==> src/rtl/muldiv_pkg.sv <==
// Shared op codes, FSM encoding and iteration count for the EX-stage multiply/divide unit.
package muldiv_pkg;
    localparam logic [3:0] OP_MULT  = 4'hA;
    localparam logic [3:0] OP_MULTU = 4'hB;
    localparam logic [3:0] OP_DIV   = 4'hC;
    localparam logic [3:0] OP_DIVU  = 4'hD;

    localparam int ITERS = 32;

    typedef enum logic [1:0] {
        S_IDLE  = 2'd0,
        S_MUL   = 2'd1,
        S_DIV   = 2'd2,
        S_FIXUP = 2'd3
    } state_t;
endpackage

==> src/rtl/muldiv_sign_fix.sv <==
// Two's-complement helpers: operand magnitudes at accept, and sign restoration of the
// product or quotient/remainder when HI/LO are written.
module muldiv_sign_fix #(
    parameter int W = 32
) (
    input  logic [W-1:0]   i_a,
    input  logic [W-1:0]   i_b,
    input  logic           i_signed,
    output logic [W-1:0]   o_mag_a,
    output logic [W-1:0]   o_mag_b,
    output logic           o_neg_a,
    output logic           o_neg_b,
    input  logic [2*W-1:0] i_acc,
    input  logic           i_is_mul,
    input  logic           i_neg_main,
    input  logic           i_neg_rem,
    output logic [W-1:0]   o_hi,
    output logic [W-1:0]   o_lo
);
    logic [2*W-1:0] w_prod;

    assign o_neg_a = i_signed & i_a[W-1];
    assign o_neg_b = i_signed & i_b[W-1];
    assign o_mag_a = o_neg_a ? -i_a : i_a;
    assign o_mag_b = o_neg_b ? -i_b : i_b;
    assign w_prod  = i_neg_main ? -i_acc : i_acc;

    always_comb begin
        if (i_is_mul) begin
            {o_hi, o_lo} = w_prod;
        end else begin
            o_hi = i_neg_rem  ? -i_acc[2*W-1:W] : i_acc[2*W-1:W];
            o_lo = i_neg_main ? -i_acc[W-1:0]   : i_acc[W-1:0];
        end
    end
endmodule

==> src/rtl/ex_muldiv_unit.sv <==
// Iterative 32-step shift-add multiplier / restoring divider writing HI/LO.
// Divide support is built only when MULDIV_DIV_EN is defined.
module ex_muldiv_unit
    import muldiv_pkg::*;
#(
    parameter int NrOfBits  = 32,
    parameter int AluOpBits = 4
) (
    input  logic                 Clock,
    input  logic                 Reset_n,
    input  logic                 ClockEnable,
    input  logic                 Tick,
    input  logic                 Valid,
    input  logic [AluOpBits-1:0] AluOp,
    input  logic [NrOfBits-1:0]  SrcA,
    input  logic [NrOfBits-1:0]  SrcB,
    input  logic                 Flush,
    output logic                 Busy,
    output logic                 Done,
    output logic [NrOfBits-1:0]  Hi,
    output logic [NrOfBits-1:0]  Lo,
    output logic                 DivByZero
);
    localparam int W = NrOfBits;

    state_t           r_state;
    logic [5:0]       r_cnt;
    logic [2*W-1:0]   r_acc;
    logic [W-1:0]     r_opnd;
    logic             r_is_mul, r_neg_main, r_neg_rem, r_done;
    logic [W-1:0]     r_hi, r_lo;

    logic             w_adv, w_is_mul, w_is_div, w_signed, w_b_zero;
    logic [W-1:0]     w_mag_a, w_mag_b, w_hi, w_lo;
    logic             w_neg_a, w_neg_b;
    logic [W:0]       w_mul_sum;
    logic [2*W-1:0]   w_mul_next;

    assign w_adv    = ClockEnable & Tick;
    assign w_is_mul = (AluOp == AluOpBits'(OP_MULT)) | (AluOp == AluOpBits'(OP_MULTU));
    assign w_signed = (AluOp == AluOpBits'(OP_MULT)) | (AluOp == AluOpBits'(OP_DIV));
    assign w_b_zero = (SrcB == '0);

    muldiv_sign_fix #(.W(W)) u_sign_fix (
        .i_a       (SrcA),
        .i_b       (SrcB),
        .i_signed  (w_signed),
        .o_mag_a   (w_mag_a),
        .o_mag_b   (w_mag_b),
        .o_neg_a   (w_neg_a),
        .o_neg_b   (w_neg_b),
        .i_acc     (r_acc),
        .i_is_mul  (r_is_mul),
        .i_neg_main(r_neg_main),
        .i_neg_rem (r_neg_rem),
        .o_hi      (w_hi),
        .o_lo      (w_lo)
    );

    // Multiplier sits in the low half and shifts out LSB-first while partial sums enter the top.
    assign w_mul_sum  = {1'b0, r_acc[2*W-1:W]} + (r_acc[0] ? {1'b0, r_opnd} : '0);
    assign w_mul_next = {w_mul_sum, r_acc[W-1:1]};

`ifdef MULDIV_DIV_EN
    logic       r_dbz;
    logic [W:0] w_rem_sh, w_diff;
    logic [2*W-1:0] w_div_next;

    assign w_is_div   = (AluOp == AluOpBits'(OP_DIV)) | (AluOp == AluOpBits'(OP_DIVU));
    // Remainder in the high half, dividend shifting out of the low half as quotient bits shift in.
    assign w_rem_sh   = {r_acc[2*W-1:W], r_acc[W-1]};
    assign w_diff     = w_rem_sh - {1'b0, r_opnd};
    assign w_div_next = w_diff[W] ? {w_rem_sh[W-1:0], r_acc[W-2:0], 1'b0}
                                  : {w_diff[W-1:0],   r_acc[W-2:0], 1'b1};
    assign DivByZero  = r_dbz;
`else
    assign w_is_div   = 1'b0;
    assign DivByZero  = 1'b0;
`endif

    always_ff @(posedge Clock or negedge Reset_n) begin
        if (!Reset_n) begin
            r_state    <= S_IDLE;
            r_cnt      <= '0;
            r_acc      <= '0;
            r_opnd     <= '0;
            r_is_mul   <= 1'b0;
            r_neg_main <= 1'b0;
            r_neg_rem  <= 1'b0;
            r_done     <= 1'b0;
            r_hi       <= '0;
            r_lo       <= '0;
`ifdef MULDIV_DIV_EN
            r_dbz      <= 1'b0;
`endif
        end else if (w_adv) begin
            r_done <= 1'b0;
            case (r_state)
                S_IDLE: begin
                    if (Valid && (w_is_mul || w_is_div)) begin
                        r_cnt    <= '0;
                        r_is_mul <= w_is_mul;
`ifdef MULDIV_DIV_EN
                        r_dbz    <= w_is_div & w_b_zero;
`endif
                        if (w_is_mul) begin
                            r_acc      <= {{W{1'b0}}, w_mag_b};
                            r_opnd     <= w_mag_a;
                            r_neg_main <= w_neg_a ^ w_neg_b;
                            r_neg_rem  <= 1'b0;
                            r_state    <= S_MUL;
`ifdef MULDIV_DIV_EN
                        end else if (w_b_zero) begin
                            r_acc      <= {SrcA, {W{1'b1}}};
                            r_neg_main <= 1'b0;
                            r_neg_rem  <= 1'b0;
                            r_state    <= S_FIXUP;
                        end else begin
                            r_acc      <= {{W{1'b0}}, w_mag_a};
                            r_opnd     <= w_mag_b;
                            r_neg_main <= w_neg_a ^ w_neg_b;
                            r_neg_rem  <= w_neg_a;
                            r_state    <= S_DIV;
`endif
                        end
                    end
                end
                S_MUL: begin
                    if (Flush) begin
                        r_state <= S_IDLE;
                    end else begin
                        r_acc <= w_mul_next;
                        r_cnt <= r_cnt + 6'd1;
                        if (r_cnt == 6'(ITERS-1)) r_state <= S_FIXUP;
                    end
                end
`ifdef MULDIV_DIV_EN
                S_DIV: begin
                    if (Flush) begin
                        r_state <= S_IDLE;
                    end else begin
                        r_acc <= w_div_next;
                        r_cnt <= r_cnt + 6'd1;
                        if (r_cnt == 6'(ITERS-1)) r_state <= S_FIXUP;
                    end
                end
`endif
                S_FIXUP: begin
                    if (!Flush) begin
                        r_hi   <= w_hi;
                        r_lo   <= w_lo;
                        r_done <= 1'b1;
                    end
                    r_state <= S_IDLE;
                end
                default: r_state <= S_IDLE;
            endcase
        end
    end

    assign Busy = (r_state != S_IDLE);
    assign Done = r_done;
    assign Hi   = r_hi;
    assign Lo   = r_lo;
endmodule

==> config.mk <==
export PLATFORM = sky130hd
export DESIGN_NAME = ex_muldiv_unit
export DESIGN_NICKNAME = d
export VERILOG_FILES = /design/src/rtl/muldiv_pkg.sv /design/src/rtl/muldiv_sign_fix.sv /design/src/rtl/ex_muldiv_unit.sv
export SDC_FILE = /design/constraint.sdc
export NUM_CORES = 1
export LEC_CHECK = 0
export CORE_MARGIN = 2
export CORE_UTILIZATION = 30
export CTS_CLUSTER_SIZE = 12
export DETAILED_ROUTE_END_ITERATION = 6
export SETUP_SLACK_MARGIN = 0.1
export SYNTH_ARGS = -nofsm -noshare
export SYNTH_HDL_FRONTEND = slang
export SYNTH_SLANG_ARGS = --single-unit
==> constraint.sdc <==
create_clock -name Clock -period 3.1 [get_ports Clock]
set_input_delay 0.62 -clock Clock [delete_from_list [all_inputs] [get_ports Clock]]
set_output_delay 0.62 -clock Clock [all_outputs]
set_load 0.02 [all_outputs]
Word-level counts from Yosys, hierarchy flattened
Index checks and enable logic that the tools add are counted.
{"block": "word_totals", "input_bits": 74, "register_bits": 171, "out_inout_bits": 67, "word_cells": 63}
{"block": "op_classes", "mux": 21, "n_reduce_logical": 10, "n_addsub": 6, "eq_ne": 10, "bitwise": 7}
{"op": "$mux 64", "n": 4}
{"op": "$mux 32", "n": 6}
{"op": "$pmux 64 s2", "n": 1}
{"op": "$neg 32->32", "n": 3}
{"op": "$neg 64->64", "n": 1}
{"op": "$add 32x32->33", "n": 1}
{"op": "$eq 4x4->1 const B", "n": 3}
{"op": "$mux 6", "n": 2}
{"op": "$pmux 6 s2", "n": 1}
{"op": "$reduce_and 4->1", "n": 3}
{"op": "$mux 2", "n": 4}
{"op": "$add 6x1->6 const B", "n": 1}
{"op": "$eq 6x5->1 const B", "n": 1}
{"op": "$ne 2x2->1 const B", "n": 3}
{"op": "$reduce_and 3->1", "n": 2}
{"op": "$reduce_and 5->1", "n": 1}
{"op": "$pmux 2 s2", "n": 1}
{"op": "$reduce_bool 2->1", "n": 2}
{"op": "$and 1x1->1", "n": 3}
{"op": "$ne 3x3->1 const B", "n": 1}
{"op": "$eq 2x1->1 const B", "n": 1}
{"op": "$eq 2x2->1 const B", "n": 1}
{"op": "$logic_not 2->1", "n": 1}
{"op": "$mux 1", "n": 2}
{"op": "other kinds (4)", "n": 5}

Longest topological paths before layout
Gate-level depths: netlist (run 1).
{"block": "depth", "depth_word": 7, "ltp_mapped": 13, "depth_no_buf": 12}

By module
Synthesis (run 1) repeated with hierarchy kept, for this count alone.
{"block": "hier_totals", "cells_unflattened": 1269, "hier_area_um2": 11716.2}
{"module": "ex_muldiv_unit", "n_inst": 1, "cells_per_inst": 816, "seq_area_each_um2": 4279.1, "area_per_inst_um2": 8818.5}
{"module": "muldiv_sign_fix", "n_inst": 1, "cells_per_inst": 453, "seq_area_each_um2": 0.0, "area_per_inst_um2": 2897.8}

Least setup slack after synthesis (run 1)
Ideal clock, no wire load.
{"block": "synth_timing", "kind": "input to register", "startpoint": "in SrcB[9]", "endpoint": "reg r_acc[27]", "setup_slack_ps": 55, "cell_stages": 8, "setup_time_ps": 76, "required_time_ps": 3024, "path_buffers": 0, "arrival_time_ps": 2969, "path_cell_list": "or4_1 > or4b_1 > nor4_1 > nand2_1 > o31ai_1 > xnor2_1 > nor2_1 > o21ai_1"}
{"block": "synth_via", "elab_chain_len": 5}
{"element": "from (decl)", "line_no": "ex_muldiv_unit.sv:16", "source": "input logic [NrOfBits-1:0] SrcB,"}
{"element": "$neg 32->32", "line_no": "muldiv_sign_fix.sv:25", "source": "assign o_mag_b = o_neg_b ? -i_b : i_b;"}
{"element": "$mux 32", "line_no": "muldiv_sign_fix.sv:25"}
{"element": "$mux 64", "line_no": "ex_muldiv_unit.sv:106", "source": "if (w_is_mul) begin"}
{"element": "$mux 64", "line_no": "ex_muldiv_unit.sv:100", "source": "if (Valid && (w_is_mul || w_is_div)) begin"}
{"element": "$pmux 64 s2", "line_no": "ex_muldiv_unit.sv:98", "source": "case (r_state)"}
{"element": "to (signal assigned)", "line_no": "ex_muldiv_unit.sv:107", "source": "r_acc <= {{W{1'b0}}, w_mag_b};"}
{"element": "to (signal assigned)", "line_no": "ex_muldiv_unit.sv:132", "source": "r_acc <= w_mul_next;"}
{"element": "to (decl)", "line_no": "ex_muldiv_unit.sv:28", "source": "logic [2*W-1:0] r_acc;"}
Every way passes these cells. The select of a mux whose other input is x is not followed.
A chain may end at the register's enable or synchronous reset.

Worst setup path after layout (run 1)
{"block": "layout_timing", "startpoint": "reg r_acc[0]", "endpoint": "reg r_acc[56]"}
{"block": "layout_via", "elab_chain_len": 4}
{"element": "$mux 32", "line_no": "ex_muldiv_unit.sv:61", "source": "assign w_mul_sum = {1'b0, r_acc[2*W-1:W]} + (r_acc[0] ? {1'b0, r_opnd} : '0);"}
{"element": "$add 32x32->33", "line_no": "ex_muldiv_unit.sv:61"}
{"element": "$mux 64", "line_no": "ex_muldiv_unit.sv:129", "source": "if (Flush) begin"}
{"element": "$pmux 64 s2", "line_no": "ex_muldiv_unit.sv:98"}
Every way passes these cells. The select of a mux whose other input is x is not followed.

==> results.ini, run 1 <==
[timing]
min_period_ns = 3.04
worst_pin_slew_ns = 0.682
final-hold-violation-count = 0
skew_ns = 0.0135
max_freq_mhz = 329
fin_ws_ns = 0.0626
setup_viol = 0
post-route-period-util_pct = 98.0
rsz0062_at_grt = true
final_max_slew_viol_count = 0
maxSlewHeadroom_pct = 54.6

[setup_path]
crit_type = flop to flop
crit_family = compound AO/OA/AOI/OAI gates
crit_chain = buf_4, and2_1, ha_1, a21oi_1, o21ai_2, and4_1, o31ai_2, buf_4, o211ai_1, buf_4, a211oi_4, xor2_1, o21ai_0
slowest_stage = dfrtp_2
critPathLaunchType = flop
cp_num_buf_inv = 3
crit_required_ns = 3.41
crit_path_max_incr_delay_ns = 0.47
cp_common_cell = buf_4
critPathCaptureType = flop
crit_fanout = 7
cp.arrival_ns = 3.35

[placed_design]
place_ws_ns = -0.358
placed_cells = 1958
dpl.hpwl_um = 25200
gp_congestion = 0.866
place_area_um2 = 13600
port_buffers = 139

[job]
maxCapViolCount = 0

[power_and_ir_drop]
worst_ir_drop_vdd_mv = 0.428
power.leakage_nw = 6.06
p_per_area_nw_per_um2 = 677

[synthesis]
synthTopCellsByCount = nand2_1, o21ai_0, dfrtp_1, xor2_1, a21oi_1
netlist.area_leader.share_pct = 39.0
syn-mean-instance-area_um2 = 8.45
synth.area.top_cells = dfrtp_1, o21ai_0, xor2_1
async_flop_share_pct = 100
yosysSeqAreaShare_pct = 39.0
synth_top_area_cell = dfrtp_1
ys_types = 69
syn_area_um2 = 11000
synthCells = 1299
ys.flop_type = dfrtp_1
ys_warn_count = 0
yosysMostFrequentCell = nand2_1
ys_ff_latch = 171
synth_edf_count = 0
syn_nets = 1410

[cells_and_area]
syn_to_final_growth_pct = 31.4
n_antenna_cell = 0
fin_cells = 1995
final_nets = 1625
drive_gt1_share_pct = 14.3
fin_area_um2 = 14400
nFillCells = 3669

[detailed_routing]
wire_per_inst_um = 16.0
drc = 0
viasPerCell = 4.96
drtIter0Drc = 577
ant_nets = 0
firstDrtPassIters = 5
postRouteWirelength_um = 32000
vias = 9887

[clock_network]
clock_latency_ns = 0.44
cts_root_buf = clkbuf_16
clkTransAtPathRegs_ns = 0.07
tritoncts = done
cts_hold_buf = 0
numCtsBuffers = 17
htree_levels = 4
max-clock-path-buffers = 2
cts.sinks = 171

[global_routing]
antenna_found_initial = 0
grt_max_degree = 112
grt_pass1_wl_um = 51500
grt_pass1_vias = 9497
gr-total-overflow = 0
track_usage_pct = 16.9

[floorplanning]
die_w_um = 195
die_area_um2 = 38100
ioPinCount = 141
die_h_um = 195
core_um2 = 36300
start_util_pct = 30.2
placementRows = 70

[min_path]
hp-class = primary input to asynchronous set/reset pin

[run_status]
outcome = finished clean

-- placed cells by master, fill, tap and decap left out, types with 14 or more instances in the layout --
master           instances
nand2_1                209
o21ai_0                189
dfrtp_1                170
clkdlybuf4s50_1        138
buf_4                  121
xor2_1                  95
a21oi_1                 77
nor2_1                  67
xnor2_1                 56
and2_1                  35
ha_1                    34
o31ai_1                 26
inv_1                   18
clkbuf_16               17
nor3_1                  15
nand4_1                 14
a31oi_1                 14
a21o_1                  14
-- final cells by class --
class | count | area [um2] | share of cell area, %
Inverter | 18 | 67.6 | 0.468
Clock inverter | 15 | 188 | 1.30
Clock buffer | 17 | 425 | 2.95
Tap cell | 468 | 586 | 4.06
Sequential cell | 171 | 4280 | 29.7
Timing Repair Buffer | 263 | 2360 | 16.4
Multi-Input combinational cell | 1043 | 6520 | 45.2
-- flip-flops by register name, summed over array words and instances (netlist names) --
register and flops:
r_neg_main 1, r_cnt 6, r_acc 64, Hi 32
r_opnd 32, r_state 2, Done 1, Lo 32
r_is_mul 1
-- worst reg2reg max path: stages (launching register included) --
cell and delay, ns:
dfrtp_2 0.47, buf_4 0.18, and2_1 0.16, ha_1 0.33, a21oi_1 0.22, o21ai_2 0.10, and4_1 0.21, o31ai_2 0.23
buf_4 0.15, o211ai_1 0.09, buf_4 0.18, a211oi_4 0.22, xor2_1 0.26, o21ai_0 0.11
-- report_power, final --
part,internal (W),total [W],switching (W)
clock,0.00128,0.00225,0.000967
sequential,0.00274,0.00331,0.000564
combinational,0.00191,0.00420,0.00229
total,0.00594,0.00976,0.00382
-- worst paths after layout --
kind,from,end,slack [ns],depth (start not counted)
hold reg to reg,Lo[24]$_DFFE_PN0P_,Lo[24]$_DFFE_PN0P_,0.48,2
min in group Clock,Lo[24]$_DFFE_PN0P_,Lo[24]$_DFFE_PN0P_,0.48,2
setup reg to reg,r_acc[0]$_DFFE_PN0P_,r_acc[56]$_DFFE_PN0P_,0.06,13
hold / removal,Reset_n,r_acc[20]$_DFFE_PN0P_,0.16,1
setup / recovery,r_acc[0]$_DFFE_PN0P_,r_acc[56]$_DFFE_PN0P_,0.06,13
max in group asynchronous,Reset_n,r_acc[47]$_DFFE_PN0P_,2.13,2
-- routing by layer --
layer	vias up	global-route usage (%)	wire, um
li1	5030	-	-
met1	4617	25.1	16500
met2	205	25.0	13600
met3	35	2.57	1350
met4	0	5.54	583
met5	-	0	0
-- stage by stage --
stage               utilization, %  total power (W)  hold WS, ns  TNS, ns
floorplan                        -          0.00569        0.324        0
global route                  39.7           0.0104        0.183  -0.0452
global placement              37.5          0.00731        0.455    -4.43
detailed placement            37.5          0.00737        0.464    -4.81
finish                        39.7          0.00976        0.157        0
CTS                           39.2          0.00967        0.177        0
-- logic make-up (layout without fill, tap and decap cells) --
logic type / Yosys count / after routing / share of synthesized area, %
simple gates: 461 / 461 / 20.6
compound gates: 391 / 391 / 20.6
flops: 171 / 171 / 39.0
xor+xnor: 151 / 151 / 12.0
buf+inv: 85 / 313 / 3.27
fa+ha+maj: 37 / 37 / 4.29
mux: 2 / 2 / 0.182
other cells: 1 / 1 / 0.0342
-- what timing repair did --
item	CTS	global route
endpoints found under the setup margin	13	36
pin swaps	2	12
gates resized for setup	7	36
setup buffers	0	5
(Power assumes the default switching activity.)
==> run 2: changes to the inputs <==
TNS_END_PERCENT = 100   (was not set)
==> results of run 2 <==
No change in the layout: final DEF, timing and power equal those of run 1.
==> run 3: changes to the inputs <==
ABC_AREA = 1   (was not set)
DONT_BUFFER_PORTS = 1   (was not set)
==> run 3 against run 2 <==
  * The run now ends with negative hold slack left
  * Clock skew down 0.0025 ns
  * Synthesized cell count up 55%
  * First-iteration DRC count is 76% higher
  * Flip-flop and latch count is the same
  * Routed wire length up 31%
  * Highest routed layer is now met5
  * Final area shrank 3.6%
  * Global-route usage is 2.5 points higher
  * Core utilization down 6.5 points
  * Clock-buffer cell count unchanged
  * Clock power down 6%
==> results.ini, run 3 <==
[placed_design]
placed_cells = 2508  ; +28%
place_area_um2 = 13300  ; -2.1%
dpl.hpwl_um = 33400  ; +32%
gp_congestion = 0.921  ; +6.3%
port_buffers = 0  ; -100%

[floorplanning]
placementRows = 75  ; +7.1%
die_h_um = 210  ; +7.5%
core_um2 = 41900  ; +15%
start_util_pct = 30.3  ; +0.14 points
die_area_um2 = 44100  ; +16%
ioPinCount = 141  ; unchanged
die_w_um = 210  ; +7.5%

[synthesis]
ys_warn_count = 0  ; unchanged
async_flop_share_pct = 100  ; unchanged
ys_ff_latch = 171  ; unchanged
syn_area_um2 = 12700  ; +16%
synth.area.top_cells = dfrtp_1, nand2_1, nand3_1
syn-mean-instance-area_um2 = 6.34  ; -25%
syn_nets = 2120  ; +50%
netlist.area_leader.share_pct = 33.6  ; -5.4 points
synth_top_area_cell = dfrtp_1
yosysSeqAreaShare_pct = 33.6  ; -5.4 points
synthCells = 2009  ; +55%
synth_edf_count = 0  ; unchanged
yosysMostFrequentCell = nand2_1
ys_types = 43  ; -38%
synthTopCellsByCount = nand2_1, inv_1, nor2_1, nand3_1, dfrtp_1
ys.flop_type = dfrtp_1

[global_routing]
antenna_found_initial = 1  ; +1
grt_pass1_vias = 12016  ; +27%
track_usage_pct = 19.4  ; +2.5 points
grt_max_degree = 172  ; +54%
gr-total-overflow = 0  ; unchanged
grt_pass1_wl_um = 67200  ; +31%

[timing]
final-hold-violation-count = 171  ; +171
fin_setup_tns_ns = 0  ; unchanged
max_freq_mhz = 388  ; +18%
holdWs_ns = -0.125  ; -0.283 ns
setup_viol = 0  ; unchanged
worst_pin_slew_ns = 0.828  ; +0.146 ns
post-route-period-util_pct = 83.2  ; -15 points
final_max_slew_viol_count = 0  ; unchanged
skew_ns = 0.0110  ; -0.00252 ns
maxSlewHeadroom_pct = 44.7  ; -9.8 points
rsz0062_at_grt = false
min_period_ns = 2.58  ; -0.458 ns

[setup_path]
critPathLaunch = r_acc[0]$_DFFE_PN0P_
critPathLaunchType = flop
crit_fanout = 32  ; +25
crit_required_ns = 3.50  ; +0.09 ns
rr_startpoint = r_acc[0]$_DFFE_PN0P_
critPathCaptureType = flop
rrSetupSlack_ns = 0.52  ; +0.46 ns
crit_type = flop to flop
cp.arrival_ns = 2.98  ; -0.37 ns

[cells_and_area]
syn_to_final_growth_pct = 9.21
largest_reg_flops = 64  ; unchanged
fin_cells = 2540  ; +27%
final_common_cell = nand2_1
regMostFlops = r_acc
n_antenna_cell = 0  ; unchanged
drive_gt1_share_pct = 3.55  ; -11 points
layout_common_cells = nand2_1, inv_1, nor2_1
fin_area_um2 = 13900  ; -3.6%
final_util_pct = 33.1  ; -6.5 points
final_nets = 2099  ; +29%

[power_and_ir_drop]
worst_ir_drop_vdd_mv = 0.365  ; -15%
power.leakage_nw = 7.13  ; +18%
p_per_area_nw_per_um2 = 792  ; +17%

[detailed_routing]
firstDrtPassIters = 5  ; unchanged
met1_length_um = 21300  ; +29%
wire_per_inst_um = 16.5  ; +3.0%
postRouteWirelength_um = 42000  ; +31%
drtIter0Drc = 1013  ; +76%
wl_met3_um = 2390  ; +77%
drc = 0  ; unchanged
vias = 12677  ; +28%
wl_met2_um = 17600  ; +30%
ant_nets = 0  ; unchanged
dr.max_layer_used = met5
viasPerCell = 4.99  ; +0.71%

[clock_network]
max-clock-path-buffers = 2  ; unchanged
clock_latency_ns = 0.46  ; +0.02 ns
cts.sinks = 171  ; unchanged
clkTransAtPathRegs_ns = 0.07  ; about the same
cts_root_buf = clkbuf_16
htree_levels = 4  ; unchanged
numCtsBuffers = 17  ; unchanged
post_cts_resized = 0  ; -7
tritoncts = done
cts_setup_buffers = 0  ; unchanged

[job]
maxCapViolCount = 0  ; unchanged

[run_status]
outcome = finished, violations left
violations = negative hold slack

[min_path]
hp-class = primary input to asynchronous set/reset pin

run 3: cell types whose count changed after synthesis, sizes merged, moves of 22 or more:
cell,change
nor2,+140
inv,+230
o31ai,-24
nand3,+177
xnor2,-49
o21ai,-37
nand4,+22
and2,-35
nand2,+448
xor2,-47
run 3: critical path, stage by stage (launching register included):
cell	delay, ns
dfrtp_1	0.35
buf_4	0.31
nand2_1	0.17
fa_1	0.41
inv_1	0.09
nand3_1	0.07
nand2_1	0.12
inv_1	0.08
o21ai_0	0.35
nand3_1	0.18
nand3_1	0.15
nand2_1	0.06
nand2_1	0.05
nand2_1	0.05
nand2_1	0.07
run 3: layout make-up:
type | count | area, um2
fill | 4542 | 28000
multi-input combinational | 1531 | 7290
sequential | 171 | 4280
inverter | 251 | 942
tap | 539 | 674
clock buffer | 17 | 425
timing repair buffer | 16 | 145
clock inverter | 15 | 141
run 3: path summary, 6_finish.rpt:
path	to	cells past startpoint
worst max-delay path	r_acc[63]$_DFFE_PN0P_	14
worst min-delay path	r_acc[5]$_DFFE_PN0P_	0
worst max register to register	r_acc[63]$_DFFE_PN0P_	14
worst min register to register	r_opnd[19]$_DFFE_PN0P_	2
max in group asynchronous	r_opnd[24]$_DFFE_PN0P_	0
min in group Clock	r_opnd[11]$_DFFE_PN0P_	2
run 3: cell families (layout without fill, tap and decap cells):
kind of cell | after synthesis | after routing | synth area share, %
AND/OR/NAND/NOR | 1140 | 1140 | 37.2
flip-flops | 171 | 171 | 33.6
multiplexers | 1 | 1 | 0.0786
adder cells (fa/ha/maj) | 37 | 37 | 3.70
AO/OA/AOI/OAI | 297 | 297 | 12.3
buffers and inverters | 307 | 299 | 9.20
XOR/XNOR | 55 | 55 | 3.78
other | 1 | 1 | 0.0295
run 3: power breakdown:
part | internal [W] | total (W) | switching, W
sequential | 0.00301 | 0.00427 | 0.00126
clock | 0.00107 | 0.00211 | 0.00104
combinational | 0.00150 | 0.00463 | 0.00313
total | 0.00558 | 0.0110 | 0.00543
run 3: stage by stage:
| step | total power (W) | setup WS (ns) |
|---|---|---|
| 6_report | 0.0110 | 0.520 |
| 3_3_place_gp | 0.00884 | 0.534 |
| 2_1_floorplan | 0.00739 | 0.619 |
| 5_1_grt | 0.0119 | 0.172 |
| 3_5_place_dp | 0.00889 | 0.510 |
| 4_1_cts | 0.0110 | 0.490 |
run 3: routing by layer:
| metal | vias up | GRT usage, % |
|---|---|---|
| met5 | - | 0 |
| met4 | 2 | 4.65 |
| met3 | 38 | 3.22 |
| met2 | 371 | 29.1 |
| met1 | 5833 | 29.1 |
| li1 | 6433 | - |
